$ cat src/rtl/e_gpu_icache_rsp_pkg.sv
// Shared types and sizing helpers for the instruction-cache responder.
package e_gpu_icache_rsp_pkg;

    localparam int unsigned DATA_W = 32;
    localparam int unsigned TAG_W  = 8;

    // Buffered response payload for the default configuration.
    typedef struct packed {
        logic [DATA_W-1:0] data;
        logic [TAG_W-1:0]  tag;
    } rsp_entry_t;

    // Width of a counter that must hold 0..depth inclusive.
    function automatic int unsigned credit_w(input int unsigned depth);
        return $clog2(depth) + 1;
    endfunction

endpackage

$ cat src/rtl/icache_rsp_fifo.sv
// Generic synchronous FIFO; pointers carry an extra MSB so full and empty
// can be told apart when the index bits match.
module icache_rsp_fifo #(
    parameter int unsigned WIDTH = 8,
    parameter int unsigned DEPTH = 4
) (
    input  logic             clk_i,
    input  logic             rst_i,
    input  logic             push_i,
    input  logic [WIDTH-1:0] data_i,
    input  logic             pop_i,
    output logic             full_o,
    output logic             empty_o,
    output logic [WIDTH-1:0] head_o
);

    localparam int unsigned AW = $clog2(DEPTH);
    localparam int unsigned PW = AW + 1;

    logic [PW-1:0]    wr_ptr_q, wr_ptr_d;
    logic [PW-1:0]    rd_ptr_q, rd_ptr_d;
    logic [WIDTH-1:0] mem_q [DEPTH];
    logic             wr_en_c, rd_en_c;

    assign empty_o = (wr_ptr_q == rd_ptr_q);
    assign full_o  = (wr_ptr_q[AW] != rd_ptr_q[AW]) &&
                     (wr_ptr_q[AW-1:0] == rd_ptr_q[AW-1:0]);
    assign head_o  = mem_q[rd_ptr_q[AW-1:0]];

    assign wr_en_c = push_i && !full_o;
    assign rd_en_c = pop_i && !empty_o;

    always_comb begin
        wr_ptr_d = wr_ptr_q;
        rd_ptr_d = rd_ptr_q;
        if (wr_en_c) wr_ptr_d = wr_ptr_q + PW'(1);
        if (rd_en_c) rd_ptr_d = rd_ptr_q + PW'(1);
    end

    always_ff @(posedge clk_i or posedge rst_i) begin
        if (rst_i) begin
            wr_ptr_q <= '0;
            rd_ptr_q <= '0;
        end else begin
            wr_ptr_q <= wr_ptr_d;
            rd_ptr_q <= rd_ptr_d;
        end
    end

    // Storage needs no reset: entries are only visible between the pointers.
    always_ff @(posedge clk_i) begin
        if (wr_en_c) mem_q[wr_ptr_q[AW-1:0]] <= data_i;
    end

endmodule

$ cat src/rtl/icache_responder.sv
// Instruction-cache fetch responder: tracks outstanding tags and buffers memory
// data so the pipeline can stall responses. Optional E_GPU_ICACHE_RSP_BYPASS_EN.
module icache_responder #(
    parameter int unsigned ADDR_W = 30,
    parameter int unsigned DATA_W = 32,
    parameter int unsigned TAG_W  = 8,
    parameter int unsigned DEPTH  = 4
) (
    input  logic              clk_i,
    input  logic              rst_i,
    input  logic              icache_req_valid_i,
    input  logic [ADDR_W-1:0] icache_req_addr_i,
    input  logic [TAG_W-1:0]  icache_req_tag_i,
    output logic              icache_req_ready_o,
    output logic              icache_rsp_valid_o,
    output logic [DATA_W-1:0] icache_rsp_data_o,
    output logic [TAG_W-1:0]  icache_rsp_tag_o,
    input  logic              icache_rsp_ready_i,
    output logic              mem_req_valid_o,
    output logic [ADDR_W-1:0] mem_req_addr_o,
    input  logic              mem_req_ready_i,
    input  logic              mem_rsp_valid_i,
    input  logic [DATA_W-1:0] mem_rsp_data_i,
    output logic              err_o
);

    import e_gpu_icache_rsp_pkg::*;

    localparam int unsigned CW = credit_w(DEPTH);
    localparam int unsigned RW = DATA_W + TAG_W;

    logic [CW-1:0]     credits_q, credits_d;
    logic              err_q, err_d;
    logic              has_credit_c, req_fire_c, mem_rsp_take_c;
    logic              rsp_pop_c, rsp_push_c, bypass_c, credit_ret_c;
    logic              tag_full, tag_empty;
    logic [TAG_W-1:0]  tag_head;
    logic              rsp_full, rsp_empty;
    logic [RW-1:0]     rsp_head;

    // Credits cover every in-flight and buffered fetch, so the FIFOs never overflow.
    assign has_credit_c       = (credits_q != '0) && !tag_full && !rsp_full && !rst_i;
    assign icache_req_ready_o = mem_req_ready_i && has_credit_c;
    assign mem_req_valid_o    = icache_req_valid_i && has_credit_c;
    assign mem_req_addr_o     = icache_req_addr_i;

    assign req_fire_c     = icache_req_valid_i && icache_req_ready_o;
    assign mem_rsp_take_c = mem_rsp_valid_i && !tag_empty;

`ifdef E_GPU_ICACHE_RSP_BYPASS_EN
    // Forward memory data straight out only when nothing older is buffered.
    assign bypass_c           = mem_rsp_take_c && rsp_empty && icache_rsp_ready_i && !rst_i;
    assign icache_rsp_valid_o = !rsp_empty || bypass_c;
    assign icache_rsp_data_o  = rsp_empty ? mem_rsp_data_i : rsp_head[RW-1:TAG_W];
    assign icache_rsp_tag_o   = rsp_empty ? tag_head : rsp_head[TAG_W-1:0];
`else
    assign bypass_c           = 1'b0;
    assign icache_rsp_valid_o = !rsp_empty;
    assign icache_rsp_data_o  = rsp_head[RW-1:TAG_W];
    assign icache_rsp_tag_o   = rsp_head[TAG_W-1:0];
`endif

    assign rsp_pop_c    = icache_rsp_ready_i && !rsp_empty;
    assign rsp_push_c   = mem_rsp_take_c && !bypass_c;
    assign credit_ret_c = rsp_pop_c || bypass_c;
    assign err_o        = err_q;

    always_comb begin
        credits_d = credits_q;
        err_d     = err_q;
        if (req_fire_c && !credit_ret_c) begin
            credits_d = credits_q - CW'(1);
        end else if (!req_fire_c && credit_ret_c) begin
            credits_d = credits_q + CW'(1);
        end
        if (mem_rsp_valid_i && tag_empty) err_d = 1'b1;
    end

    always_ff @(posedge clk_i or posedge rst_i) begin
        if (rst_i) begin
            credits_q <= CW'(DEPTH);
            err_q     <= 1'b0;
        end else begin
            credits_q <= credits_d;
            err_q     <= err_d;
        end
    end

    icache_rsp_fifo #(
        .WIDTH (TAG_W),
        .DEPTH (DEPTH)
    ) u_tag_fifo (
        .clk_i   (clk_i),
        .rst_i   (rst_i),
        .push_i  (req_fire_c),
        .data_i  (icache_req_tag_i),
        .pop_i   (mem_rsp_take_c),
        .full_o  (tag_full),
        .empty_o (tag_empty),
        .head_o  (tag_head)
    );

    icache_rsp_fifo #(
        .WIDTH (RW),
        .DEPTH (DEPTH)
    ) u_rsp_fifo (
        .clk_i   (clk_i),
        .rst_i   (rst_i),
        .push_i  (rsp_push_c),
        .data_i  ({mem_rsp_data_i, tag_head}),
        .pop_i   (rsp_pop_c),
        .full_o  (rsp_full),
        .empty_o (rsp_empty),
        .head_o  (rsp_head)
    );

endmodule

$ cat config.mk
export PLATFORM = sky130hd
export DESIGN_NAME = icache_responder
export DESIGN_NICKNAME = d
export VERILOG_FILES = /design/src/rtl/e_gpu_icache_rsp_pkg.sv /design/src/rtl/icache_rsp_fifo.sv /design/src/rtl/icache_responder.sv
export SDC_FILE = /design/constraint.sdc
export NUM_CORES = 1
export LEC_CHECK = 0
export CORE_ASPECT_RATIO = 1.5
export CORE_UTILIZATION = 30
export DETAILED_ROUTE_END_ITERATION = 12
export SYNTH_ARGS = -nofsm -noshare
export SYNTH_HDL_FRONTEND = slang
export SYNTH_SLANG_ARGS = --single-unit
$ cat constraint.sdc
create_clock -name clk_i -period 4.85 [get_ports clk_i]
set_input_delay 0.97 -clock clk_i [delete_from_list [all_inputs] [get_ports clk_i]]
set_output_delay 0.97 -clock clk_i [all_outputs]
set_load 0.01 [all_outputs]
# Word level (Yosys, flattened, before mapping)
# Memories as Yosys holds them, arrays and structs flattened.
# Cells that the tools add are included.
# W data, S select, Z words.
# op_classes
n_addsub,6
n_mul,0
n_div,0
n_lt_le_gt_ge,0
n_eq_ne,6
n_shift,0
n_mux,6
n_bitwise,0
reduce_logical,26
# ops
op,n
$logic_and A1 B1 Y1,17
$add A3 B1 Y3 const B,5
$logic_not A1 Y1,7
$eq A3 B3 Y1,2
$mux W3,2
$eq A2 B2 Y1,2
$mux W1,4
$reduce_bool A3 Y1,1
$sub A3 B1 Y3 const B,1
$ne A1 B1 Y1,2
$reduce_bool A2 Y1,1
# word_totals
regBits,16
latchBits,0
ramBits,192
romBits,0
in_bits,76
out_inout_bits,74
elab_cells,52
n_memories,2
# memory_table
name,words,width,rd,rd_ports_with_merged_regs,write_ports,line,source
u_rsp_fifo.mem_q,4,40,1,0,1,icache_rsp_fifo.sv:22,logic [WIDTH-1:0] mem_q [DEPTH];
u_tag_fifo.mem_q,4,8,1,0,1,icache_rsp_fifo.sv:22,

# Logic depth before layout (Yosys ltp)
# Gate-level depths: netlist of run 1.
# depth
word_depth,12
ltp_mapped,11

# Cells and area by module
# A second synthesis of run 1 with hierarchy kept.
# hier_totals
cells_unflattened,405
area_unflattened_um2,8451.9
# by_module_without_submodules
module,instances,cells_per_inst,area_per_inst_um2,seq_area_each_um2
icache_rsp_fifo (u_rsp_fifo),1,259,6294.8,4954.8
icache_rsp_fifo (u_tag_fifo),1,91,1679.1,1111.1
icache_responder,1,55,478.0,101.3

# Worst setup path after synthesis of run 1
# Ideal clock, no wire load.
# synth_timing
path_type,in2reg
from,in mem_rsp_valid_i
to,mem u_rsp_fifo.mem_q[3][0] (netlist name) (enable)
setup_time_ps,403
t_arrival_ps,2257
slack_ps,2190
cell_stages,2
path_buffers,0
cell_sequence,o31a_1 > and3_1
# synth_via
elab_chain_cells,4
# synth_lines
item,line,source
from (decl),icache_responder.sv:22,"input logic mem_rsp_valid_i,"
$logic_and A1 B1 Y1,icache_responder.sv:48,assign mem_rsp_take_c = mem_rsp_valid_i && !tag_empty;
$logic_and A1 B1 Y1,icache_rsp_fifo.sv:30,assign wr_en_c = push_i && !full_o;
$mux W1,icache_rsp_fifo.sv:52,if (wr_en_c) mem_q[wr_ptr_q[AW-1:0]] <= data_i;
$mux W1 (not written as such),icache_rsp_fifo.sv:52,
to (decl),icache_rsp_fifo.sv:22,
# No other way between the ends.

# Worst setup path after layout of run 1
# layout_timing
from,reg u_rsp_fifo.rd_ptr_q[0]
to,out icache_rsp_data_o[24]
# layout_via
elab_chain_cells,1
# layout_lines
item,line,source
from (decl),icache_rsp_fifo.sv:21,"logic [PW-1:0] rd_ptr_q, rd_ptr_d;"
from (signal assigned),icache_rsp_fifo.sv:46,rd_ptr_q <= rd_ptr_d;
$mem_v2 Z4 W40,-,
to (decl),icache_responder.sv:16,"output logic [DATA_W-1:0] icache_rsp_data_o,"
# No other way between the ends.

==> flow_summary_export.csv, run 1 <==
group,metric,value,unit
setup_path,required,3.88,ns
setup_path,endpoint,"icache_rsp_data_o[24]",
synth,synth_top_cell_area_share,0.710,
timing,fin_skew,0.0263,ns
setup_path,path_max_fanout,25,
synth,synthesis.nets,459,
clock_network,hold_buffers,0,
setup_path,crit_path_cell_trace,"buf_4 > mux4_2 > clkdlybuf4s50_1",
timing,fin_setup_tns,0,ns
setup_path,cp-start-kind,"flop",
power,p_leak,3.31,nW
layout,areaGrowthSynthToFinish,22.5,%
global_route,grt.overflow.total,0,
timing,grt_setup_unrepaired,"false",
detailed_routing,wirelength,14200,um
setup_path,cp-end-kind,"primary output",
setup_path,path_buf_inv,2,
layout,n_antenna_cell,0,
setup_path,slowest_stage,"dfrtp_4",
layout,fin_nets,534,
setup_path,crit_start,"u_rsp_fifo.rd_ptr_q[0]$_DFFE_PP0P_",
clock_network,htreeDepth,1,
setup_path,r2r_end,"u_rsp_fifo.mem_q[0][27]$_DFFE_PP_",
detailed_routing,drc,0,
floorplanning,rows,73,
global_route,grt_pass1_vias,4091,
floorplanning,core_area,0.0266,mm2
clock_network,clock_path_buffers,3,
synth,netlist_top_cells_count,"192 x edfxtp_1, 48 x mux4_2, 32 x buf_4",
setup_path,crit_arrival,2.81,ns
synth,syn-cell-area,0.00812,mm2
synth,syn_inst,371,
layout,drive_gt1_frac,0.210,
timing,finalCriticalPeriod,3.78,ns
clock_network,clk_pin_slew,0.07,ns
setup_path,reg2reg_slack,1.99,ns
floorplanning,ios,150,
timing,max_slew.worst_pin.slew,1.15,ns
clock_network,cts_post_setup_buffers_inserted,0,
global_route,grt_max_degree,41,
setup_path,crit_type,"flop to primary output",
floorplanning,die_w,136,um
detailed_routing,num_vias,3614,
outcome,status,"finished clean",
clock_network,clock_sinks,208,
floorplanning,die_y,204,um
detailed_routing,dr.first_iter.drc_count,145,
synth,synth_seq_area_share,0.759,
detailed_routing,antenna_left,0,
layout,fin_area,0.00995,mm2
synth,yosys.cell_count.top_type,"edfxtp_1",
synth,synthTopCellsByArea,"edfxtp_1 71%, mux4_2 13%, dfrtp_1 4.6%, buf_4 3.0%, ha_1 1.7%",
timing,maxSlewHeadroom,0.230,
global_route,antenna_found_initial,0,
synth,async_reset_ff_frac,0.0769,
clock_network,clock_latency,0.50,ns
setup_path,path_delay_family,"buffers and inverters",
global_route,track_usage,0.106,
setup_path,crit_cells,3,
global_route,grt_pass1_wl,22300,um
placement,post_dp_cell_area,0.00919,mm2
synth,synth_edf_count,192,
power,powerDensity,651,mW/mm2
floorplanning,start_util,0.306,
power,vdd_ir_drop_max,362,uV
layout,final_core_util,0.374,
timing,finalSetupViolations,0,
detailed_routing,vias_per_cell,4.53,
setup_path,ff2ff_path_depth,4,
synth,synth_top_area_cell,"edfxtp_1",
clock_network,cts_tree,"yes",
clock_network,cts-root-buf,"clkbuf_16",
placement,dp_hpwl,9060,um
synth,synth.distinct_cells,30,
floorplanning,dieArea,0.0278,mm2
detailed_routing,wl_per_cell,17.8,um
timing,finalHoldViolCount,0,
clock_network,cts_resized,0,
setup_path,r2r-start,"u_tag_fifo.rd_ptr_q[0]$_DFFE_PP0P_",
timing,max_freq,264,MHz
detailed_routing,firstDrtPassIters,4,
run,maxCapViolCount,0,
setup_path,slowest_delay,0.75,ns
synth,avgSynthCellArea,21.9,um2
hold_path,hp-class,"flop to flop",
placement,gp_congestion,0.665,
placement,io_buffer_count,89,
synth,ys_ff_latch,208,
clock_network,numCtsBuffers,21,
timing,slew_viol_final,0,
synth,synth_ff_type,"edfxtp_1",
timing,fin_crit_sh,0.780,
synth,yosysWarnings,0,
## final cells by class
class / instances / area [um2]
tap: 337 / 422
multi-input combinational: 112 / 1630
inverter: 9 / 33.8
timing repair buffer: 94 / 928
fill: 2382 / 16600
clock buffer: 22 / 529
sequential: 208 / 6170
clock inverter: 16 / 235
## worst register-to-register path, stage by stage, from the launching register on
cell and delay (ns):
dfrtp_1 0.77, xor2_1 0.31, o31a_1 0.31, and3_2 0.73, buf_4 0.41
## cell families (layout without fill, tap and decap cells)
| family | Yosys count | after routing | share of synthesized area |
|---|---|---|---|
| simple gates | 26 | 26 | 0.0183 |
| buf+inv | 51 | 141 | 0.0408 |
| flops | 208 | 208 | 0.759 |
| compound gates | 5 | 5 | 0.00539 |
| xor+xnor | 18 | 18 | 0.0194 |
| fa+ha+maj | 12 | 12 | 0.0194 |
| mux | 51 | 51 | 0.138 |
## layout by cell type (no fill, tap or decap), types with 2 or more instances in the layout
cell,instances
nand3_1,3
xor2_1,8
clkinv_1,4
dfrtp_1,13
nor3_1,2
bufinv_16,6
and3_2,4
nand2_1,5
inv_6,2
edfxtp_1,192
and3_1,7
ha_1,11
inv_1,9
buf_4,5
clkbuf_16,21
mux4_2,48
xnor2_1,10
clkdlybuf4s50_1,89
clkinv_2,3
## sequential cells by signal, indices dropped and copies added, names as in the netlist
signal / count
u_tag_fifo.mem_q: 32
u_tag_fifo.rd_ptr_q: 3
err_o: 1
u_rsp_fifo.wr_ptr_q: 3
u_tag_fifo.wr_ptr_q: 3
u_rsp_fifo.rd_ptr_q: 3
credits_q: 3
u_rsp_fifo.mem_q: 160
## per-layer routing
layer / GRT usage / part of all wire / vias up
met1: 0.122 / 0.39 / 1863
met2: 0.193 / 0.54 / 107
met5: 0 / 0 / -
met4: 0.0341 / 0.020 / 0
met3: 0.0221 / 0.051 / 32
li1: - / - / 1612
## worst min-delay path by stage
stage	start	end	cells past startpoint	slack, ns
6_report	err_o$_DFFE_PP0P_	err_o$_DFFE_PP0P_	1	0.47
5_1_grt	u_rsp_fifo.rd_ptr_q[2]$_DFFE_PP0P_	u_rsp_fifo.rd_ptr_q[2]$_DFFE_PP0P_	1	0.50
4_1_cts	err_o$_DFFE_PP0P_	err_o$_DFFE_PP0P_	1	0.48
3_5_place_dp	err_o$_DFFE_PP0P_	err_o$_DFFE_PP0P_	1	0.45
3_3_place_gp	err_o$_DFFE_PP0P_	err_o$_DFFE_PP0P_	1	0.46
2_1_floorplan	u_rsp_fifo.wr_ptr_q[2]$_DFFE_PP0P_	u_rsp_fifo.wr_ptr_q[2]$_DFFE_PP0P_	1	0.46
## power by group
group,total [mW],internal [mW],switching (mW)
clock,1.76,1.11,0.648
combinational,1.96,1.06,0.900
sequential,2.76,2.49,0.265
## through the flow
stage                     hold slack (ns)  power [mW]  setup WS [ns]  std cells
after floorplan                     0.461        3.94           2.19        371
after global placement              0.455        4.75           1.37        760
after detailed placement            0.454        4.83           1.35        760
after CTS                           0.477        6.62          0.923        798
after global routing                0.498        6.85          0.839        798
final                               0.469        6.48           1.07        798
(Power assumes the default switching activity.)
==> run 2: changes to the inputs <==
clock period = 3.9 ns   (was 4.85 ns; I/O delays follow)
==> run 2 against run 1 <==
- clock skew shrank 0.020 ns
- critical path depth grew 1
- power up 21%
- sequential share of layout area is 0.36 points higher
- clock power up 9%
- core utilization is 0.22 points lower
- count of clock-buffer cells in the layout increased by 1
- routed wire length is 5.9% higher
- combinational power up 30%
- hold slack improved by 0.0026 ns
- cell count is 0.50% higher
- flip-flop and latch count unchanged
- critical path type unchanged
==> flow_summary_export.csv, run 2 (synthesis gave the netlist of run 1 again) <==
group,metric,value,unit
setup_path,path_max_fanout,19,
clock_network,clock_path_buffers,3,
clock_network,cts_resized,0,
layout,areaGrowthSynthToFinish,21.8,%
power,p_sw,2.27,mW
setup_path,crit_path_cell_trace,"xnor2_1 > a311oi_2 > and3_1 > clkdlybuf4s50_1",
timing,fin_skew,0.00600,ns
setup_path,crit_type,"flop to primary output",
setup_path,slowest_delay,0.71,ns
detailed_routing,num_vias,3654,
detailed_routing,firstDrtPassIters,4,
global_route,antenna_found_initial,0,
timing,grt_setup_unrepaired,"false",
power,p_comb_frac,0.325,
layout,final_core_util,0.372,
detailed_routing,dr.first_iter.drc_count,146,
floorplanning,rows,73,
clock_network,hold_buffers,0,
clock_network,clock_sinks,208,
setup_path,crit_arrival,2.71,ns
detailed_routing,dr_wl_met3,764,um
run,maxCapViolCount,0,
timing,fin_crit_sh,0.894,
clock_network,cts-root-buf,"clkbuf_16",
setup_path,cp-end-kind,"primary output",
layout,fillers,2399,
global_route,grt.overflow.total,0,
power,intPower,5.58,mW
layout,drive_gt1_frac,0.209,
placement,io_buffer_count,89,
outcome,status,"finished clean",
timing,max_freq,287,MHz
power,clkPwrFrac,0.243,
setup_path,cp-start-kind,"flop",
power,vdd_ir_drop_max,331,uV
layout,final_common_cell,"edfxtp_1",
global_route,grt_max_degree,26,
clock_network,numCtsBuffers,20,
layout,final_cell_mix,"192 x edfxtp_1, 89 x clkdlybuf4s50_1, 48 x mux4_2",
detailed_routing,wl_met2,8250,um
detailed_routing,antenna_left,0,
floorplanning,dieArea,0.0278,mm2
layout,fin_nets,539,
power,p_leak,3.28,nW
timing,finalHoldViolCount,0,
placement,place_inst,766,
placement,dp_hpwl,9500,um
global_route,grt_pass1_vias,4253,
clock_network,cts_tree,"yes",
setup_path,required,3.12,ns
timing,slew_viol_final,0,
timing,finalCriticalPeriod,3.49,ns
layout,n_antenna_cell,0,
floorplanning,start_util,0.306,
detailed_routing,wl_per_cell,18.7,um
placement,gp_congestion,0.682,
power,switching_share,0.290,
timing,fin_setup_tns,0,ns
detailed_routing,drc,0,
floorplanning,die_w,136,um
placement,dp_slack,0.721,ns
detailed_routing,vias_per_cell,4.56,
timing,maxSlewHeadroom,0.572,
power,power_frac_seq,0.432,
floorplanning,die_y,204,um
timing,finalSetupViolations,0,
hold_path,hp-class,"flop to flop",
setup_path,slowest_stage,"dfrtp_2",
global_route,grt_pass1_wl,23200,um
clock_network,cts_post_setup_buffers_inserted,0,
global_route,track_usage,0.112,
floorplanning,core_area,0.0266,mm2
detailed_routing,top_layer_used,"met4",
power,power,7.85,mW
clock_network,clock_latency,0.48,ns
clock_network,clk_pin_slew,0.07,ns
layout,largest_reg_flops,160,
timing,max_slew.worst_pin.slew,0.641,ns
detailed_routing,drt-met1-wl,5730,um
clock_network,htreeDepth,1,
floorplanning,ios,150,
layout,final_cells,802,
timing,setup_ws,0.414,ns
power,powerDensity,793,mW/mm2
detailed_routing,wirelength,15000,um
## run 2: changes by cell type in the layout (fill, tap and decap cells not counted)
cell	change
clkbuf_1	+1
clkinv_1	+3
bufinv_16	-4
buf_4	+5
inv_6	-1
clkinv_2	-2
buf_12	+1
clkinv_4	+1
## run 2: power groups by stage
stage                     clock network [mW]  registers [mW]  logic, mW
after floorplan                            0            3.26       1.63
after global placement                     0            3.41       2.56
after detailed placement                   0            3.46       2.61
after CTS                               1.98            3.41       2.63
after global routing                    2.04            3.46       2.77
final                                   1.91            3.39       2.55
## run 2: area by class of cell
cell class / instances / area (um2) / area share
Sequential cell: 208 / 6170 / 0.624
Multi-Input combinational cell: 112 / 1630 / 0.165
Timing Repair Buffer: 100 / 986 / 0.0997
Clock buffer: 23 / 533 / 0.0539
Tap cell: 337 / 422 / 0.0426
Clock inverter: 13 / 116 / 0.0118
Inverter: 9 / 33.8 / 0.00341
## run 2: per-layer routing
layer  up-vias  track usage
met5         -            0
met4         0       0.0345
met3        29       0.0229
met2       109        0.212
met1      1893        0.122
li1       1623            -
## run 2: worst paths after layout
kind / start / slack, ns / endpoint / cells after the start
worst max register to register: u_rsp_fifo.rd_ptr_q[1]$_DFFE_PP0P_ / 1.04 / credits_q[2]$_DFFE_PP1P_ / 10
worst min register to register: err_o$_DFFE_PP0P_ / 0.47 / err_o$_DFFE_PP0P_ / 1
worst max-delay path: u_rsp_fifo.rd_ptr_q[1]$_DFFE_PP0P_ / 0.41 / mem_req_valid_o / 4
worst min-delay path: err_o$_DFFE_PP0P_ / 0.47 / err_o$_DFFE_PP0P_ / 1
max in group asynchronous: rst_i / 2.66 / u_rsp_fifo.rd_ptr_q[0]$_DFFE_PP0P_ / 2
min in group asynchronous: rst_i / 0.77 / u_tag_fifo.wr_ptr_q[1]$_DFFE_PP0P_ / 2
## run 2: worst max-delay path, delay by kind of cell (launching register included)
kind                      cells  cell delay [ns]
xor gates and xnor gates      1             0.24
AOI/OAI and AO/OA             1             0.45
buffers and inverters         1             0.55
DFF                           1             0.71
and+or+nand+nor               1             0.28
## run 2: through the flow
step                      hold WS, ns  cell area (um2)
final                           0.472             9890
after global routing            0.517             9890
after CTS                       0.480             9890
after detailed placement        0.460             9240
after global placement          0.451             9240
after floorplan                 0.461             8120
==> run 3: changes to the inputs <==
PLACE_DENSITY_LB_ADDON = 0.15   (was not set)
==> run 3 against run 2 <==
- sequential power is 2% lower
- clock skew is 0.0056 ns higher
- largest power group unchanged
- critical path depth stayed put
- power is 0.79% lower
- cell area is 0.43% lower
- critical endpoint unchanged
- routed wire length is 1.9% higher
- cell count is 0.37% lower
- highest routed layer unchanged
- maximum frequency is 0.93% higher
- critical path type unchanged
- non-clock buffer count is 2 lower
==> flow_summary_export.csv, run 3 (synthesis gave the netlist of run 1 again) <==
group,metric,value,unit
setup_path,required,3.12,ns
timing,slew_viol_final,0,
setup_path,crit_type,"flop to primary output",
placement,post_dp_cell_area,0.00923,mm2
floorplanning,rows,73,
layout,fin_nets,537,
detailed_routing,dr_wl_met3,777,um
outcome,status,"finished clean",
global_route,grt.overflow.total,0,
timing,max_freq,290,MHz
timing,setup_ws,0.446,ns
layout,fin_area,0.00985,mm2
detailed_routing,wl_per_cell,19.2,um
layout,final_cell_mix,"192 x edfxtp_1, 89 x clkdlybuf4s50_1, 48 x mux4_2",
layout,drive_gt1_frac,0.206,
placement,gp_congestion,0.652,
setup_path,cp-end-kind,"primary output",
setup_path,ff2ff_path_depth,10,
detailed_routing,dr.first_iter.drc_count,186,
detailed_routing,wirelength,15300,um
global_route,track_usage,0.114,
timing,fin_crit_sh,0.886,
clock_network,hold_buffers,0,
detailed_routing,wl_met2,8370,um
clock_network,clock_path_buffers,3,
hold_path,min-delay-start,"err_o$_DFFE_PP0P_",
clock_network,htreeDepth,1,
layout,largest_reg_flops,160,
placement,dp_hpwl,9200,um
setup_path,r2r_end,"credits_q[2]$_DFFE_PP1P_",
setup_path,reg2reg_slack,1.10,ns
clock_network,numCtsBuffers,20,
timing,finalSetupViolations,0,
power,powerDensity,790,mW/mm2
clock_network,cts_post_setup_buffers_inserted,0,
global_route,grt_pass1_wl,23400,um
floorplanning,die_w,136,um
global_route,grt_max_degree,42,
timing,grt_setup_unrepaired,"false",
power,p_leak,3.26,nW
hold_path,hold_depth,1,
global_route,grt_pass1_vias,4068,
hold_path,hp-class,"flop to flop",
placement,place_inst,764,
setup_path,cp-start-kind,"flop",
detailed_routing,top_layer_used,"met4",
detailed_routing,firstDrtPassIters,4,
floorplanning,ios,150,
layout,final_cells,799,
placement,io_buffer_count,89,
layout,n_antenna_cell,0,
power,power,7.79,mW
clock_network,cts-root-buf,"clkbuf_16",
run,maxCapViolCount,0,
timing,max_slew.worst_pin.slew,0.665,ns
clock_network,cts_resized,0,
hold_path,whs_endpoint,"err_o$_DFFE_PP0P_",
global_route,antenna_found_initial,0,
detailed_routing,drt-met1-wl,5780,um
detailed_routing,num_vias,3622,
setup_path,r2r-start,"u_rsp_fifo.rd_ptr_q[1]$_DFFE_PP0P_",
clock_network,cts_tree,"yes",
timing,finalHoldViolCount,0,
timing,fin_skew,0.0115,ns
floorplanning,start_util,0.306,
floorplanning,die_y,204,um
placement,dp_slack,0.777,ns
timing,fin_setup_tns,0,ns
layout,areaGrowthSynthToFinish,21.3,%
power,vdd_ir_drop_max,354,uV
timing,maxSlewHeadroom,0.556,
clock_network,clk_pin_slew,0.07,ns
timing,whs,0.471,ns
floorplanning,dieArea,0.0278,mm2
setup_path,path_max_fanout,17,
detailed_routing,antenna_left,0,
layout,final_common_cell,"edfxtp_1",
setup_path,crit_arrival,2.67,ns
clock_network,clock_sinks,208,
layout,fillers,2415,
floorplanning,core_area,0.0266,mm2
clock_network,clock_latency,0.49,ns
detailed_routing,vias_per_cell,4.53,
layout,final_core_util,0.371,
detailed_routing,drc,0,
timing,finalCriticalPeriod,3.45,ns
-- run 3: worst max-delay path, stage by stage, from the launching register on --
cell and delay (ns):
dfrtp_2 0.67, xnor2_1 0.26, a311oi_2 0.44, and3_1 0.27, clkdlybuf4s50_1 0.55
-- run 3: routing by layer --
| layer | vias up | track usage |
|---|---|---|
| li1 | 1615 | - |
| met1 | 1892 | 0.126 |
| met2 | 79 | 0.212 |
| met3 | 36 | 0.0239 |
| met4 | 0 | 0.0405 |
| met5 | - | 0 |
-- run 3: worst max path at each step --
stage / from / end / cells past startpoint
3_3_place_gp: rst_i / mem_req_valid_o / 4
3_5_place_dp: rst_i / mem_req_valid_o / 4
6_report: u_rsp_fifo.rd_ptr_q[1]$_DFFE_PP0P_ / mem_req_valid_o / 4
4_1_cts: u_rsp_fifo.rd_ptr_q[1]$_DFFE_PP0P_ / mem_req_valid_o / 4
5_1_grt: u_rsp_fifo.rd_ptr_q[1]$_DFFE_PP0P_ / mem_req_valid_o / 4
2_1_floorplan: u_tag_fifo.rd_ptr_q[0]$_DFFE_PP0P_ / u_rsp_fifo.mem_q[3][0]$_DFFE_PP_ / 4
-- run 3: report_power, final --
| group | total [mW] | leakage, nW | internal [mW] | switching, mW |
|---|---|---|---|---|
| registers | 3.32 | 1.93 | 3.10 | 0.221 |
| logic | 2.62 | 1.03 | 1.35 | 1.27 |
| clock network | 1.85 | 0.300 | 1.05 | 0.795 |
-- run 3: area by class of cell --
type | count | area (um2) | area share
sequential | 208 | 6170 | 0.627
multi-input combinational | 112 | 1630 | 0.166
timing repair buffer | 98 | 971 | 0.0986
clock buffer | 27 | 547 | 0.0555
tap | 337 | 422 | 0.0428
clock inverter | 8 | 75.1 | 0.00762
inverter | 9 | 33.8 | 0.00343
